**src/rtl/thresholding_pe.sv**
```systemverilog
// Binary-search thresholding core: PE parallel lanes, C channels folded over
// CF = C/PE beats, N-stage pipeline with ready/valid backpressure.

module thresholding_lane #(
  parameter int N      = 4,
  parameter int M      = 16,
  parameter int CF     = 4,
  parameter int FW     = 2,
  parameter bit SIGNED = 1'b1,
  parameter int BIAS   = 0
) (
  input  logic                 clk,
  input  logic                 en,
  input  logic [M-1:0]         x,
  input  logic [N-1:0][FW-1:0] st_fold,
  input  logic                 we,
  input  logic [N-1:0]         w_stage,
  input  logic [FW-1:0]        w_fold,
  input  logic [N-1:1]         w_idx,
  input  logic [M-1:0]         w_dat,
  output logic [N-1:0]         y
);
  logic [N-1:1][M-1:0] x_pipe_d, x_pipe_q;

  always_comb begin
    x_pipe_d = x_pipe_q;
    if (en) x_pipe_d = {x_pipe_q[N-2:1], x};
  end

  always_ff @(posedge clk) x_pipe_q <= x_pipe_d;

  for (genvar s = 0; s < N; s++) begin : g_st
    localparam int D  = 1 << s;
    localparam int AW = (CF * D > 1) ? $clog2(CF * D) : 1;
    logic [M-1:0]  thr_mem [CF*D];
    logic [AW-1:0] ra, wa;
    logic [M-1:0]  xs, thr;
    logic          ge;
    logic [s:0]    res_d, res_q;

    // Entry per fold is the result prefix so far, MSB first.
    if (s == 0) begin : g_first
      assign xs    = x;
      assign ra    = AW'(st_fold[0]);
      assign res_d = ge;
    end else begin : g_next
      assign xs    = x_pipe_q[s];
      assign ra    = AW'(st_fold[s] * D + g_st[s-1].res_q);
      assign res_d = {g_st[s-1].res_q, ge};
    end

    assign thr = thr_mem[ra];
    assign ge  = SIGNED ? ($signed(thr) <= $signed(xs)) : (thr <= xs);
    assign wa  = AW'(w_fold * D + (w_idx >> (N - 1 - s)));

    always_ff @(posedge clk) begin
      if (we && w_stage[s]) thr_mem[wa] <= w_dat;
      if (en) res_q <= res_d;
    end
  end

  assign y = g_st[N-1].res_q + N'(BIAS);
endmodule

module thresholding_pe #(
  parameter int N      = 4,
  parameter int M      = 16,
  parameter int C      = 8,
  parameter int PE     = 2,
  parameter bit SIGNED = 1'b1,
  parameter int BIAS   = 0
) (
  input  logic                                        clk,
  input  logic                                        rst,
  input  logic                                        twe,
  input  logic [$clog2(C/PE)+$clog2(PE)+N-1:0]        twa,
  input  logic [M-1:0]                                twd,
  input  logic                                        ivld,
  output logic                                        irdy,
  input  logic [PE*M-1:0]                             idat,
  output logic                                        ovld,
  input  logic                                        ordy,
  output logic [((C/PE) > 1 ? $clog2(C/PE) : 1)-1:0]  ocnl,
  output logic [PE*N-1:0]                             odat
);
  localparam int CF  = C / PE;
  localparam int CFB = $clog2(CF);
  localparam int LWB = $clog2(PE);
  localparam int FW  = (CFB > 0) ? CFB : 1;
  localparam int LW  = (LWB > 0) ? LWB : 1;

  logic [N-1:0]  w_sfx, w_inc, w_low, w_stage;
  logic [FW-1:0] w_fold;
  logic [LW-1:0] w_lane;

  assign w_sfx = twa[N-1:0];
  if (LWB > 0) begin : g_wl
    assign w_lane = twa[N +: LWB];
  end else begin : g_wl0
    assign w_lane = '0;
  end
  if (CFB > 0) begin : g_wf
    assign w_fold = twa[N+LWB +: CFB];
  end else begin : g_wf0
    assign w_fold = '0;
  end

  // Stage = N-1 - lowest set bit of (suffix+1); all-ones suffix selects none.
  always_comb begin
    w_inc   = w_sfx + N'(1);
    w_low   = w_inc & (~w_inc + N'(1));
    w_stage = '0;
    for (int s = 0; s < N; s++) w_stage[s] = w_low[N-1-s];
  end

  logic                 en, acc;
  logic [N:1]           vld_pipe_d, vld_pipe_q;
  logic [FW-1:0]        cnl_d, cnl_q;
  logic [N:1][FW-1:0]   fold_pipe_d, fold_pipe_q;
  logic [N-1:0][FW-1:0] st_fold;

  assign st_fold = {fold_pipe_q[N-1:1], cnl_q};

  always_comb begin
    en          = !vld_pipe_q[N] || ordy;
    acc         = ivld && en;
    vld_pipe_d  = vld_pipe_q;
    fold_pipe_d = fold_pipe_q;
    cnl_d       = cnl_q;
    if (en) begin
      vld_pipe_d  = {vld_pipe_q[N-1:1], acc};
      fold_pipe_d = {fold_pipe_q[N-1:1], cnl_q};
    end
    if (acc) cnl_d = (cnl_q == FW'(CF - 1)) ? '0 : cnl_q + FW'(1);
  end

  always_ff @(posedge clk) begin
    if (rst) begin
      vld_pipe_q  <= '0;
      fold_pipe_q <= '0;
      cnl_q       <= '0;
    end else begin
      vld_pipe_q  <= vld_pipe_d;
      fold_pipe_q <= fold_pipe_d;
      cnl_q       <= cnl_d;
    end
  end

  assign irdy = en;
  assign ovld = vld_pipe_q[N];
  assign ocnl = fold_pipe_q[N];

  for (genvar p = 0; p < PE; p++) begin : g_lane
    thresholding_lane #(
      .N(N), .M(M), .CF(CF), .FW(FW), .SIGNED(SIGNED), .BIAS(BIAS)
    ) u_lane (
      .clk     (clk),
      .en      (en),
      .x       (idat[p*M +: M]),
      .st_fold (st_fold),
      .we      (twe && (w_lane == LW'(p))),
      .w_stage (w_stage),
      .w_fold  (w_fold),
      .w_idx   (w_sfx[N-1:1]),
      .w_dat   (twd),
      .y       (odat[p*N +: N])
    );
  end
endmodule

```
**config.mk**
```make
export PLATFORM = sky130hd
export DESIGN_NAME = thresholding_pe
export DESIGN_NICKNAME = d
export VERILOG_FILES = /design/src/rtl/thresholding_pe.sv
export SDC_FILE = /design/constraint.sdc
export NUM_CORES = 2
export LEC_CHECK = 0
export CAP_MARGIN = 20
export CELL_PAD_IN_SITES_DETAIL_PLACEMENT = 1
export CELL_PAD_IN_SITES_GLOBAL_PLACEMENT = 1
export CORE_ASPECT_RATIO = 1.2
export CORE_MARGIN = 4
export CORE_UTILIZATION = 50
export DETAILED_ROUTE_END_ITERATION = 6
export PLACE_DENSITY_LB_ADDON = 0.1
export SETUP_SLACK_MARGIN = 0.1
export SLEW_MARGIN = 10
export SYNTH_ARGS = -nofsm -noshare
export SYNTH_HDL_FRONTEND = slang
export SYNTH_SLANG_ARGS = --single-unit
```
**constraint.sdc**
```tcl
create_clock -name clk -period 6.9 [get_ports clk]
set_input_delay 1.725 -clock clk [delete_from_list [all_inputs] [get_ports clk]]
set_output_delay 1.725 -clock clk [all_outputs]
set_load 0.005 [all_outputs]
```
==> After elaboration in Yosys (flattened, before gate mapping) <==
Memory sizes are Yosys's and may differ from the RTL's. A register that Yosys moved wholly into a read port is not among the register bits.
Index checks and enable logic that the tools add are counted.
W data, S select, Z words.
{ "totals": {"mem_bits_rw": 1920, "regBits": 130, "wordCells": 86, "out_inout_bits": 12, "n_memories": 8} }
{ "memory_table": {"columns": ["name", "depth", "width", "read_ports", "rd_clocked_by_memory_dff", "wr", "line", "text"], "rows": [
  ["g_lane[0].u_lane.g_st[3].thr_mem", 32, 16, 1, 0, 1, "35", "logic [M-1:0] thr_mem [CF*D];"],
  ["g_lane[1].u_lane.g_st[3].thr_mem", 32, 16, 1, 0, 1, "35", null],
  ["g_lane[0].u_lane.g_st[2].thr_mem", 16, 16, 1, 0, 1, "35", null],
  ["g_lane[1].u_lane.g_st[2].thr_mem", 16, 16, 1, 0, 1, "35", null],
  ["g_lane[0].u_lane.g_st[1].thr_mem", 8, 16, 1, 0, 1, "35", null],
  ["g_lane[1].u_lane.g_st[1].thr_mem", 8, 16, 1, 0, 1, "35", null],
  ["+2 memories", null, null, null, null, null, null, null]
]} }
{ "classes": {"n_bitwise": 3, "n_eq_ne": 1, "mux": 21, "addsub": 12, "reduce_logical": 13, "magnitude_cmp": 8} }
{ "ops": {"columns": ["operator", "count"], "rows": [
  ["$le A16 B16 Y1", 8],
  ["$mux W1", 16],
  ["$add A5 B3 Y5", 3],
  ["$add A4 B2 Y4", 3],
  ["$logic_and A1 B1 Y1", 11],
  ["$mux W2", 5],
  ["$add A3 B1 Y3", 3],
  ["$add A4 B1 Y4 const B", 2],
  ["$and A4 B4 Y4", 1],
  ["$not A4 Y4", 1],
  ["$add A2 B1 Y2 const B", 1],
  ["$eq A2 B2 Y1 const B", 1],
  ["$logic_not A1 Y1", 1],
  ["$logic_or A1 B1 Y1", 1],
  ["$not A1 Y1", 1]
]} }

==> Longest topological paths before layout <==
{ "logic_depth": {"ltp_word": 7, "mapped_depth": 11} }

==> Hierarchy <==
Synthesis repeated with hierarchy kept, for this count alone.
{ "hier_totals": {"hier_cells": 3525, "area_unflattened_um2": 80104.3} }
{ "modules_own_cells": {"columns": ["module", "seq_area_each_um2", "n_inst", "cells_each", "area_per_inst_um2"], "rows": [
  ["thresholding_lane", 30569.3, 2, 1723, 39740.6],
  ["thresholding_pe", 280.3, 1, 79, 623.1]
]} }

==> Worst setup path after synthesis <==
OpenSTA, ideal clock, no wires.
{ "synth_timing": {"path_kind": "input-to-output", "start": "input ordy", "end": "output irdy", "path_buffers": 1, "path_slack_ns": -0.087, "required_time_ns": 5.175, "arrival_ns": 5.262, "path_stages": 3, "path_cell_list": "nor2b_1 > inv_1 > clkbuf_1"} }
{ "synth_between": {"elab_chain_len": 1} }
{ "synth_lines": {"columns": ["item", "line", "text"], "rows": [
  ["start, declared", "82", "input logic ordy,"],
  ["$logic_or A1 B1 Y1", "125", "en = !vld_pipe_q[N] || ordy;"],
  ["end, declared", "79", "output logic irdy,"]
]} }
Every way passes these cells.

==> Worst setup path in the final report <==
Ends and elaborated chain as after synthesis.

==> results.toml <==
[floorplanning]
dieHeight_um = 446
io_pins = 72
num_rows = 160
coreArea_sq_um = 159000
die_w_um = 373
initial_core_util_pct = 50.4
dieArea_sq_um = 167000

[grt]
grt_pass1_vias = 39900
grt_pass1_wl_um = 276000
overflow = 0
grt_max_degree = 130
antenna_found_initial = 9
grt.total_usage_pct = 22.9

[detailed_routing]
viasPerCell = 5.99
ant_nets = 0
vias = 36400
wirelength_um = 187000
drc_errors = 0
first_pass_iters = 7
wl_per_cell_um = 30.7
dr.first_iter.drc_count = 3382

[sta]
clock.fmax_mhz = 198
setup_tns_ps = 0
hold_viol = 0
slew_headroom_pct = 20.2
fin_worst_skew_ps = 21.4
period_needed_ps = 5050
worst_slew_pin_slew_ps = 1200
layout_setup_ws_ps = 1850
slew_violations = 0
setup_viol = 0
fin_crit_sh_pct = 73.2
fin_hold_ws_ps = 461
rsz0062_at_grt = "no"

[placed_design]
place_hpwl_um = 113000
place_area_sq_um = 84000
port_buffers = 71
gp_congestion = 0.785
dp_slack_ps = 1770

[pwr]
total_power_mw = 28.6
leakagePower_nw = 28.9
powerDensity_nw_per_um2 = 317
irDropWorstVdd_uv = 305

[synth]
synth_cells = 3526
synth-seq-cells = 2052
syn_nets = 3718
ys_warn_count = 0
ys_types = 39
yosysSeqAreaShare_pct = 76.8
postSynthAreaPerCell_sq_um = 22.7
synthesis.area_sq_um = 80000

[setup_path]
worstSetupEndpointType = "output pin"
worstSetupStartpoint = "ordy"
ff2ff_setup_slack_ps = 2130
cp-endpoint = "irdy"
r2r_cells = 9
required_ps = 5180
start_kind = "input pin"
critPathMaxFanout = 16
critPathArrivalTime_ps = 3320
worstSetupPathType = "in2out"
timing.rr.start = "fold_pipe_q[5]$_SDFFE_PP0N_"
r2r-end = "g_lane[1].u_lane.g_st[3].res_q[0]$_DFFE_PN_"

[clock_network]
hold_buffers = 0
clk_pin_slew_worst_paths_ps = 60
ctsHtreeMaxLevel = 4
cts_buffer_depth = 3
cts.sinks = 2052
cts-buffers-inserted = 195
cts_resized = 0
tritoncts = "yes"
worstSkewPairLatency_ps = 820
post-cts-setup-buffer-count = 0
cts-root-buf = "clkbuf_16"

[layout]
layout_commonest_cell = "edfxtp_1"
final_cell_mix = "edfxtp_1 (2,036), mux4_2 (576), clkbuf_16 (199), buf_4 (171), ha_1 (132)"
finalInstanceArea_sq_um = 90300
layout-drive-gt1-share_pct = 28.2
layout-area-overhead-vs-synth_pct = 12.8
final_nets = 3995

[hold_path]
hp-class = "reg2reg"
hold_path_depth = 2

[run_status]
status = "complete, no violations"

[run]
cap_violations = 0
## sequential cells by signal (all words and copies together) (netlist names), named ones only
signal	count
g_lane.u_lane.g_st.thr_mem	1920
ocnl	2
cnl_q	2
g_lane.u_lane.g_st.xs	96
fold_pipe_q	6
g_lane.u_lane.g_st.res_q	20
vld_pipe_q	4
## metal layers
metal / vias to the layer above / wire length (um) / track usage, %
met5: - / 0 / 0
li1: 15300 / - / -
met3: 227 / 9740 / 3.39
met4: 0 / 3520 / 5.35
met2: 1028 / 98000 / 39.9
met1: 19800 / 75400 / 30.8
## synth_stat cells
cell       count  area, sq um
edfxtp_1    2036        61100
mux4_2       576        13000
nor2_1       139          522
ha_1         132         1650
inv_1        130          488
clkbuf_1      87          327
nand2_1       77          289
mux2_2        62          698
a21oi_1       53          265
buf_2         44          220
a21o_1        22          165
nand4_1       21          131
buf_1         17         63.8
dfxtp_1       16          320
nand3_1       15         75.1
nor2b_1       12         75.1
o21ai_0       12         60.1
o21bai_1       8         60.1
nand2b_1       6         37.5
o211ai_1       6         45.0
buf_4          5         37.5
nor3_1         5         25.0
or2_2          5         31.3
a2111oi_0      4         35.0
a21boi_0       4         30.0
a221oi_1       4         35.0
mux2i_1        4         40.0
nor4_1         4         25.0
a31oi_1        3         18.8
a41o_1         2         20.0
and4_1         2         17.5
nor4b_1        2         17.5
o2bb2ai_1      2         17.5
o31ai_1        2         15.0
o41ai_1        2         17.5
xor2_1         2         17.5
and2_1         1         6.26
buf_6          1         11.3
nor3b_1        1         7.51
## final cells by class
type,instances,area (sq um)
diodes,1,2.50
clock buffers,237,5120
clock inverters,123,1100
fillers,13100,68500
inverters,130,493
multi-input cells,1190,17500
flip-flops and latches,2052,61500
well taps,2106,2640
repair buffers,234,1990
## cell families after synthesis
logic type      Yosys count  synth area share [%]
compound gates          124                 0.980
mux                     642                  17.1
flops                  2052                  76.8
simple gates            290                  1.57
buf+inv                 284                  1.43
fa+ha+maj               132                  2.06
xor+xnor                  2                0.0219
## worst max-delay path, stage by stage
cell	delay [ps]
clkdlybuf4s50_1	490
nor2b_2	50
buf_4	190
inv_6	170
clkdlybuf4s50_1	670
## per-stage QoR
| step | cells | util, % |
|---|---|---|
| after floorplan | 3526 | - |
| after global placement | 5709 | 52.9 |
| after detailed placement | 5709 | 52.9 |
| after CTS | 6069 | 56.8 |
| after global routing | 6073 | 56.9 |
| final | 6073 | 56.9 |
## how the worst min path moves through the flow
stage | slack, ps | start | endpoint
finish | 460 | vld_pipe_q[2]$_SDFFE_PP0N_ | vld_pipe_q[3]$_SDFFE_PP0N_
global route | 480 | g_lane[1].u_lane.g_st[1].xs[3]$_DFFE_PN_ | g_lane[1].u_lane.g_st[2].xs[3]$_DFFE_PN_
CTS | 460 | vld_pipe_q[2]$_SDFFE_PP0N_ | vld_pipe_q[3]$_SDFFE_PP0N_
detailed placement | 440 | g_lane[0].u_lane.g_st[1].xs[6]$_DFFE_PN_ | g_lane[0].u_lane.g_st[2].xs[6]$_DFFE_PN_
global placement | 440 | vld_pipe_q[2]$_SDFFE_PP0N_ | vld_pipe_q[2]$_SDFFE_PP0N_
floorplan | 420 | g_lane[0].u_lane.g_st[0].res_q$_DFFE_PN_ | g_lane[0].u_lane.g_st[1].res_q[1]$_DFFE_PN_
## report_power, final
group	switching [mW]	internal (mW)	total, mW
clock	4.53	5.95	10.5
combinational	2.05	2.16	4.21
sequential	0.113	13.8	14.0
(Power assumes the default switching activity.)
